### src/rtl/hdlc_tx_ctrl.sv
// ============================================================================
// hdlc_tx_ctrl -- HDLC transmit frame sequencer
//
// Takes a frame request (byte count) and fetches the payload bytes from the
// Tx buffer with a one-cycle read strobe. It then serialises the frame LSB
// first, one bit per clock:
//   - start flag;
//   - payload with zero insertion (a 0 after every five consecutive 1s);
//   - end flag.
// On request it replaces the frame with an abort sequence (0 followed by
// seven 1s).
//
// Every output is a register. The bit chosen while the FSM sits in a given
// state cycle therefore appears on Tx one clock later. The one exception is
// the abort edge, which replaces the outgoing bit with the leading 0 of the
// abort sequence.
//
// Optional build macro:
//   HDLC_TX_IDLE_FLAGS_EN -- when defined, the idle line carries continuous
//                            flags. An accepted request waits for the
//                            current idle flag to complete. When undefined,
//                            the idle line is held at 1.
//
// Ports:
//   Clk             in   system clock, rising edge
//   Rst             in   asynchronous reset, active low
//   Tx_Enable       in   frame request, only honoured in IDLE
//   Tx_FrameSize    in   payload byte count (1..MAX_FRAME_BYTES accepted)
//   Tx_AbortFrame   in   abort request (START_FLAG / DATA only)
//   Tx_Data         in   buffer read data, valid the cycle after Tx_RdBuff
//   Tx_RdBuff       out  one-cycle read strobe to the Tx buffer
//   Tx              out  serial line
//   Tx_ValidFrame   out  high while flags + payload are on the line
//   Tx_AbortedTrans out  sticky: last frame was aborted
//   Tx_Done         out  one-cycle pulse after a normally completed frame
// ============================================================================
module hdlc_tx_ctrl #(
    parameter int         MAX_FRAME_BYTES = 128,
    parameter logic [7:0] FLAG_PATTERN    = 8'h7E
) (
    input  logic       Clk,
    input  logic       Rst,
    input  logic       Tx_Enable,
    input  logic [7:0] Tx_FrameSize,
    input  logic       Tx_AbortFrame,
    input  logic [7:0] Tx_Data,
    output logic       Tx_RdBuff,
    output logic       Tx,
    output logic       Tx_ValidFrame,
    output logic       Tx_AbortedTrans,
    output logic       Tx_Done
);

    localparam logic [7:0] MAX_BYTES = 8'(MAX_FRAME_BYTES);

    typedef enum logic [2:0] {
        S_IDLE,
        S_START,
        S_DATA,
        S_END,
        S_ABORT
    } state_t;

    state_t     state_q;
    logic [2:0] idx_q;        // flag / abort / idle-flag bit index
    logic [2:0] bit_q;        // payload bit counter within the current byte
    logic [2:0] ones_q;       // consecutive 1s sent in DATA
    logic [7:0] bytes_q;      // bytes remaining, including the one in shift_q
    logic [7:0] shift_q;
    logic [7:0] hold_q;
    logic       cap_q;        // Tx_Data is valid this cycle (strobe was last cycle)
    logic       tail_q;       // last payload bit sent, stuffed 0 still owed
    logic       end_last_q;   // final end-flag bit was just scheduled
    logic       rd_q;
    logic       tx_q;
    logic       valid_q;
    logic       aborted_q;
    logic       done_q;
`ifdef HDLC_TX_IDLE_FLAGS_EN
    logic       pend_q;       // accepted request waiting for a flag boundary
`endif

    logic req_ok;
    assign req_ok = Tx_Enable && (Tx_FrameSize != 8'd0) && (Tx_FrameSize <= MAX_BYTES);

    always_ff @(posedge Clk or negedge Rst) begin
        if (!Rst) begin
            state_q    <= S_IDLE;
            idx_q      <= 3'd0;
            bit_q      <= 3'd0;
            ones_q     <= 3'd0;
            bytes_q    <= 8'd0;
            shift_q    <= 8'd0;
            hold_q     <= 8'd0;
            cap_q      <= 1'b0;
            tail_q     <= 1'b0;
            end_last_q <= 1'b0;
            rd_q       <= 1'b0;
            tx_q       <= 1'b1;
            valid_q    <= 1'b0;
            aborted_q  <= 1'b0;
            done_q     <= 1'b0;
`ifdef HDLC_TX_IDLE_FLAGS_EN
            pend_q     <= 1'b0;
`endif
        end else begin
            rd_q       <= 1'b0;
            cap_q      <= rd_q;
            done_q     <= end_last_q;
            end_last_q <= 1'b0;

            case (state_q)
                S_IDLE: begin
                    valid_q <= 1'b0;
`ifdef HDLC_TX_IDLE_FLAGS_EN
                    tx_q  <= FLAG_PATTERN[idx_q];
                    idx_q <= idx_q + 3'd1;
                    if (req_ok && !pend_q) begin
                        pend_q    <= 1'b1;
                        aborted_q <= 1'b0;
                        bytes_q   <= Tx_FrameSize;
                    end
                    // idx_q wraps to 0, so START_FLAG begins on a flag boundary
                    if ((pend_q || req_ok) && idx_q == 3'd7) begin
                        pend_q  <= 1'b0;
                        state_q <= S_START;
                    end
`else
                    tx_q <= 1'b1;
                    if (req_ok) begin
                        state_q   <= S_START;
                        idx_q     <= 3'd0;
                        aborted_q <= 1'b0;
                        bytes_q   <= Tx_FrameSize;
                    end
`endif
                end

                S_START, S_DATA: begin
                    if (Tx_AbortFrame) begin
                        // Leading 0 of the abort sequence goes out on this edge;
                        // any captured byte and outstanding fetch are dropped.
                        state_q   <= S_ABORT;
                        idx_q     <= 3'd0;
                        tx_q      <= 1'b0;
                        valid_q   <= 1'b0;
                        aborted_q <= 1'b1;
                        rd_q      <= 1'b0;
                        cap_q     <= 1'b0;
                    end else if (state_q == S_START) begin
                        tx_q    <= FLAG_PATTERN[idx_q];
                        valid_q <= 1'b1;
                        idx_q   <= idx_q + 3'd1;
                        // Strobe visible at idx 6, data arrives during idx 7
                        rd_q    <= (idx_q == 3'd5);
                        if (idx_q == 3'd7) begin
                            shift_q <= Tx_Data;
                            bit_q   <= 3'd0;
                            ones_q  <= 3'd0;
                            tail_q  <= 1'b0;
                            state_q <= S_DATA;
                        end
                    end else begin
                        valid_q <= 1'b1;
                        if (cap_q) begin
                            hold_q <= Tx_Data;
                        end
                        if (ones_q == 3'd5) begin
                            // Stuffed 0: shift register and bit counter hold
                            tx_q   <= 1'b0;
                            ones_q <= 3'd0;
                            if (tail_q) begin
                                state_q <= S_END;
                                idx_q   <= 3'd0;
                            end
                        end else begin
                            tx_q    <= shift_q[0];
                            ones_q  <= shift_q[0] ? ones_q + 3'd1 : 3'd0;
                            shift_q <= {1'b0, shift_q[7:1]};
                            bit_q   <= bit_q + 3'd1;
                            // Prefetch: strobe is visible while bit 6 goes out
                            if (bit_q == 3'd5 && bytes_q > 8'd1) begin
                                rd_q <= 1'b1;
                            end
                            if (bit_q == 3'd7) begin
                                if (bytes_q > 8'd1) begin
                                    // Data may still be on the bus if no stuff bit delayed bit 7
                                    shift_q <= cap_q ? Tx_Data : hold_q;
                                    bytes_q <= bytes_q - 8'd1;
                                end else if (shift_q[0] && ones_q == 3'd4) begin
                                    tail_q <= 1'b1;
                                end else begin
                                    state_q <= S_END;
                                    idx_q   <= 3'd0;
                                end
                            end
                        end
                    end
                end

                S_END: begin
                    tx_q    <= FLAG_PATTERN[idx_q];
                    valid_q <= 1'b1;
                    idx_q   <= idx_q + 3'd1;
                    if (idx_q == 3'd7) begin
                        state_q    <= S_IDLE;
                        end_last_q <= 1'b1;
                    end
                end

                S_ABORT: begin
                    // Seven 1s follow the leading 0 emitted on entry
                    tx_q    <= 1'b1;
                    valid_q <= 1'b0;
                    idx_q   <= idx_q + 3'd1;
                    if (idx_q == 3'd6) begin
                        state_q <= S_IDLE;
                        idx_q   <= 3'd0;
                    end
                end

                default: begin
                    state_q <= S_IDLE;
                    idx_q   <= 3'd0;
                end
            endcase
        end
    end

    assign Tx_RdBuff       = rd_q;
    assign Tx              = tx_q;
    assign Tx_ValidFrame   = valid_q;
    assign Tx_AbortedTrans = aborted_q;
    assign Tx_Done         = done_q;

endmodule

### config.mk
export PLATFORM = sky130hd
export DESIGN_NAME = hdlc_tx_ctrl
export DESIGN_NICKNAME = d
export VERILOG_FILES = /design/src/rtl/hdlc_tx_ctrl.sv
export SDC_FILE = /design/constraint.sdc
export NUM_CORES = 1
export LEC_CHECK = 0
export ABC_AREA = 0
export CAP_MARGIN = 20
export CORE_MARGIN = 5
export CORE_UTILIZATION = 45
export CTS_CLUSTER_DIAMETER = 100
export DETAILED_ROUTE_END_ITERATION = 8
export HOLD_SLACK_MARGIN = 0.1
export PLACE_DENSITY = 0.63
export SETUP_SLACK_MARGIN = 0.15
export SYNTH_ARGS = -nofsm -noshare
export SYNTH_HDL_FRONTEND = slang
export SYNTH_SLANG_ARGS = --single-unit
### constraint.sdc
create_clock -name Clk -period 3.3 [get_ports Clk]
set_clock_uncertainty 0.2 [all_clocks]
set_input_delay 0.66 -clock Clk [delete_from_list [all_inputs] [get_ports Clk]]
set_output_delay 0.66 -clock Clk [all_outputs]
set_load 0.05 [all_outputs]
# --- Yosys cells after proc, flatten, opt, wreduce, memory -nomap -nowiden ---
# Memories as Yosys holds them, arrays and structs flattened.
# Index checks and enable logic that the tools add are counted.
totals:
  regBits: 44
  mem_count: 1
  romBits: 8
  out_inout_bits: 5
  word_cells: 138
classes:
  n_lt_le_gt_ge: 3
  n_reduce_logical: 20
  eq_ne: 28
  bitwise: 2
  mux: 65
  add_sub_neg: 4
mem_list:
  columns: ["memory", "words", "width", "read_ports", "rd_clocked_by_memory_dff", "wr", "line_no", "text"]
  rows:
  - ["(name not given)", 8, 1, 1, 0, 0, "202", "tx_q <= FLAG_PATTERN[idx_q];"]
op_table:
  columns: ["operator", "n"]
  rows:
  - ["2-to-1 mux 8 bit", 12]
  - ["2-to-1 mux 3 bit", 25]
  - ["equality test 3 bit, second input constant", 8]
  - ["case mux 3 bit (4 select lines)", 2]
  - ["2-to-1 mux 1 bit", 22]
  - ["!= test 2 bit, second input constant", 11]
  - ["!= test 5 bit, second input constant", 4]
  - ["case mux 8 bit (2 select lines)", 1]
  - ["AND reduction 7 bit", 2]
  - ["adder 3 x 1 -> 3 bit, second input constant", 3]
  - ["AND reduction 3 bit", 3]
  - ["greater-than comparator 8 x 1 -> 1 bit, second input constant", 1]
  - ["less-or-equal comparator 8 bit, second input constant", 1]
  - ["AND reduction 8 bit", 1]
  - ["nonzero test 8 bit", 1]
  - ["subtractor 8 x 1 -> 8 bit, second input constant", 1]
  - ["equality test 3 x 2 -> 1 bit, second input constant", 2]
  - ["case mux 1 bit (3 select lines)", 2]
  - ["nonzero test 2 bit", 3]
  - ["AND reduction 5 bit", 1]
  - ["logical AND 1 bit", 4]
  - ["less-than comparator 3 x 4 -> 1 bit, second input constant", 1]
  - ["!= test 4 bit, second input constant", 1]
  - ["AND reduction 4 bit", 1]
  - ["7 further kinds", 9]

# --- Longest topological paths before layout ---
logic_depth:
  depth_word: 9
  depth_mapped: 8

# --- Least setup slack after synthesis ---
# Ideal clock, no wire load.
synth_path:
  kind: "input-to-reg"
  from: "input port Tx_FrameSize[3]"
  to: "register bytes_q[1]"
  required_ns: 2.973
  setup_slack_ns: 0.576
  arrival_time_ns: 2.396
  setup_ns: 0.127
  cell_stages: 6
  path_buffers: 1
  cell_sequence: "or4_1 > or3_4 > a31oi_4 > or2_1 > buf_4 > mux2_1"
synth_via:
  elab_chain_len: 5
  elab_cells_between_ends: 6
  cone_classes: "order compare (1); eq/ne (1); reduce/logical (4)"
synth_lines:
  columns: ["element", "line_no", "text"]
  rows:
  - ["start, declared", "44", "input logic [7:0] Tx_FrameSize,"]
  - ["branches (longest 2 deep; another with less-or-equal comparator 8 bit)", null, null]
  - ["logical AND 1 bit *", "84", "assign req_ok = Tx_Enable && (Tx_FrameSize != 8'd0) && (Tx_FrameSize <= MAX_BYTES);"]
  - ["!= test 2 bit (no line) *", null, null]
  - ["AND reduction 7 bit (no line) *", null, null]
  - ["end signal, assigned", "134", "bytes_q <= Tx_FrameSize;"]
  - ["end signal, assigned", "189", "bytes_q <= bytes_q - 8'd1;"]
  - ["end, declared", "68", "logic [7:0] bytes_q;"]
# Mark *: on every way between the ends.
# A chain may end at the register's enable or synchronous reset.

# --- Worst setup path after layout ---
# Ends and elaborated chain as after synthesis.

==> results.md <==
* Status: completed
* CP delay by family, top: simple AND/OR/NAND/NOR gates
* Post-Syn Area per Cell at 9.183 µm²
* Fmax achieved at 0.3546 GHz
* Worst IR Drop VDD at 0.0003196 V
* Largest net degree at the start of global routing at 45
* DIE AREA at about 7300 µm²
* Slew HR at about three fifths
* First-pass GRT wire length at 9784 µm
* R2r endpoint: bytes_q[7]$_DFFE_PN0P_
* Share of cells above drive strength 1 at 9.061%
* Worst Hold Class: reg2reg
* Largest family of logic cells by synthesized area: compound AO/OA/AOI/OAI gates
* Post-synthesis mux area share at under 10%
* I/O pins at 25
* Critical path arrival at 2800 ps
* Final setup vio count at 0
* Routed Antenna Nets at 0
* Row cnt at 27
* Vias in the first global route at 2084
* Synth Area in XOR/XNOR at 0.6813%
* Cells after synthesis at 280
* Synth Register Bits at 44
* GRT Overall Usage at 16.39%
* Root Driver: clkbuf_8
* Number of diodes at 0
* Hold Fails Final Rpt at 0
* Synth Net Count at ~310
* Die H at 85.59 µm
* Compound-Gate Fraction of Synth Area at 20.58%
* Top-area cell type share of the netlist area at 41.85%
* WP data required at 3280 ps
* Actual slew at the worst max-slew pin at 606.5 ps
* Total wire length at approximately 5600 µm
* Max_cap viols at 0
* Setup CP Type: in2reg
* Clock share of power at 17.6%
* Distinct cells, synth at 53
* Pwr/cell area at 656.4 nW/µm²
* Mapped cell area at 2571 µm²
* Yosys warning count at 0
* Insertion delay to the later sink of the worst-skew pair at a little under 300 ps
* # nets final at 341
* Vias post-DR at around 2100
* DP HPWL at 4018 µm
* Fin area at 3023 µm²
* Crit path buf inv count at 1
* Slowest stage delay, CP at 550 ps
* Routability cong. at 0.7896
* Min-delay src: end_last_q$_DFF_PN0_
* Cell Int Power at approximately 1.2 mW
* Sequential-to-total area share from yosys stat at 42.87%
* RSZ-0062 raised after global routing: no
* Synth area leaders: dfrtp_1, ha_1, nor2_1
* Drt pass-1 iters at 4
* Initial DRC count at 128
* Sw Ratio at 40.34%
* Slew Viols, Final at 0
* Cts bufs inserted at 5
* Post-Place Setup Slack at about 180 ps
* Critical path depth at 6
* FF-to-FF setup slack at 860 ps
* Initial antenna violation count at 0
* Core Footprint at 5540 µm²
* NetSw at between 0.8 and 0.9 mW
* Adder-Cell Fraction of Synth Area at between 6 and 7%
* P_leak at 1.302 nW
* Top FF cell, synth: dfrtp_1
* Most frequent cells in the layout: dfrtp_1, nor2_1, nand2_1
* CTS tree: done
* CP endpoint: bytes_q[1]$_DFFE_PN0P_
* Worst reg-to-reg path cell count at 8
* Die W at 85.59 µm
* Syn-to-layout area delta at 17.57%
* Area leader, netlist: dfrtp_1
* Initial Util at 46.41%
* Most common cell after layout, fill and taps aside: dfrtp_1
* Worst Path Max Fanout at 7
* Critical path origin: Tx_FrameSize[3]
* DRC viols at 0
* Crit-path cells: clkdlybuf4s50_1, or4_1, or3_4, a31oi_4, or2_1, mux2_1
* Critical path's slowest cell: or4_1
* Vias/cell at 5.525
* CTS H-tree depth at 2
* Reg power frac at 39.8%
* Post-Synth Simple-Gate Area at 18.20%
* Post-CTS setup buffers at 0
* Comb pwr share at 42.6%
* Area post-placement at 2903 µm²
* Num Clock Sinks at 44
* Crit. End Element: flip-flop
* # port buffers at 24
* Final Critical Period at about 2800 ps
* Final worst-path cycle share at 85.45%
* Worst Slack Setup Final at 480.2 ps
* TNS Setup at 0 ps
* Clock Pin Slew Worst Setup and Hold Paths at 80 ps
* Congestion Overflow GR at 0
* Clock tree buffer depth at 2
* Wire per inst at about 15 µm
* Reg-to-reg startpoint: bytes_q[0]$_DFFE_PN0P_
* Async SR Flop Fraction at 100.0%
* EDFF count, synth at 0
* CP Launch Type: input port
[logic make-up after synthesis]
kind of cell             count (synthesis)
AO/OA/AOI/OAI                           76
multiplexers                            17
adder cells (fa/ha/maj)                 13
buffers and inverters                   28
XOR/XNOR                                 2
flip-flops                              44
AND/OR/NAND/NOR                        100
[stage by stage]
stage               utilization (%)  std cells  power [mW]  hold WS, ps
finish                        54.56        381       1.984        150.5
global route                  54.56        381       2.153        163.6
CTS                           54.02        379       1.992        154.9
detailed placement            52.39        371       1.639        135.8
global placement              52.39        371       1.636        132.0
floorplan                         -        280       1.386        131.2
[cell type report]
cell class	count	area, µm²
inverter	14	52.55
clock buffer	8	90.09
tap	72	90.09
multi-input combinational	208	1355
timing repair buffer	35	332.8
sequential	44	1102
fill	529	2517
[worst register-to-register path: stages, from the launching register on]
cell      delay (ps)
dfrtp_1          420
inv_1             90
ha_1             260
or2_2            340
a31oi_1          240
o211ai_1         180
or2_1            270
buf_4            170
o21ai_0          190
[what timing repair did]
action,in CTS,in global routing
hold buffers,0,1
resized for setup,0,0
endpoints found under the hold margin,0,12
[cell usage after synthesis, drive strengths merged (3+ instances only)]
cell type and count:
buf 6, nor3 8, a31oi 12, clkbuf 8
nor2 37, or3 3, o21ai 17, o22a 4
and2 5, o22ai 4, a21oi 10, inv 14
o31ai 5, and3 3, a211o 8, nand2 28
nor2b 3, ha 13, mux2i 11, mux2 6
dfrtp 43, nand3 3
[worst min-delay path by stage]
stage                     slack (ps)  depth (start not counted)                 to
final                            150                          0  Tx_Done$_DFF_PN0_
after global routing             160                          0  Tx_Done$_DFF_PN0_
after CTS                        150                          0  Tx_Done$_DFF_PN0_
after detailed placement         140                          0  Tx_Done$_DFF_PN0_
after global placement           130                          0  Tx_Done$_DFF_PN0_
after floorplan                  130                          0  Tx_Done$_DFF_PN0_
[metal layers]
layer	track usage [%]	routed length [µm]	vias to the layer above
li1	-	-	1059
met1	21.95	2711	1018
met2	27.54	2743	26
met3	3.266	151	2
met4	3.453	28	0
met5	0	0	-
[sequential cells by signal, indices dropped and copies added (netlist names), 3 cells and up]
name     flops
idx_q        3
bytes_q      8
state_q      3
ones_q       3
hold_q       8
bit_q        3
shift_q      8
[power groups by stage]
stage	clock network [mW]	logic [mW]	registers [mW]
detailed placement	0	0.841	0.799
CTS	0.359	0.845	0.788
global route	0.384	0.954	0.815
global placement	0	0.839	0.796
floorplan	0	0.596	0.789
finish	0.349	0.846	0.790
Note: power is estimated with default switching activity, not from simulation.
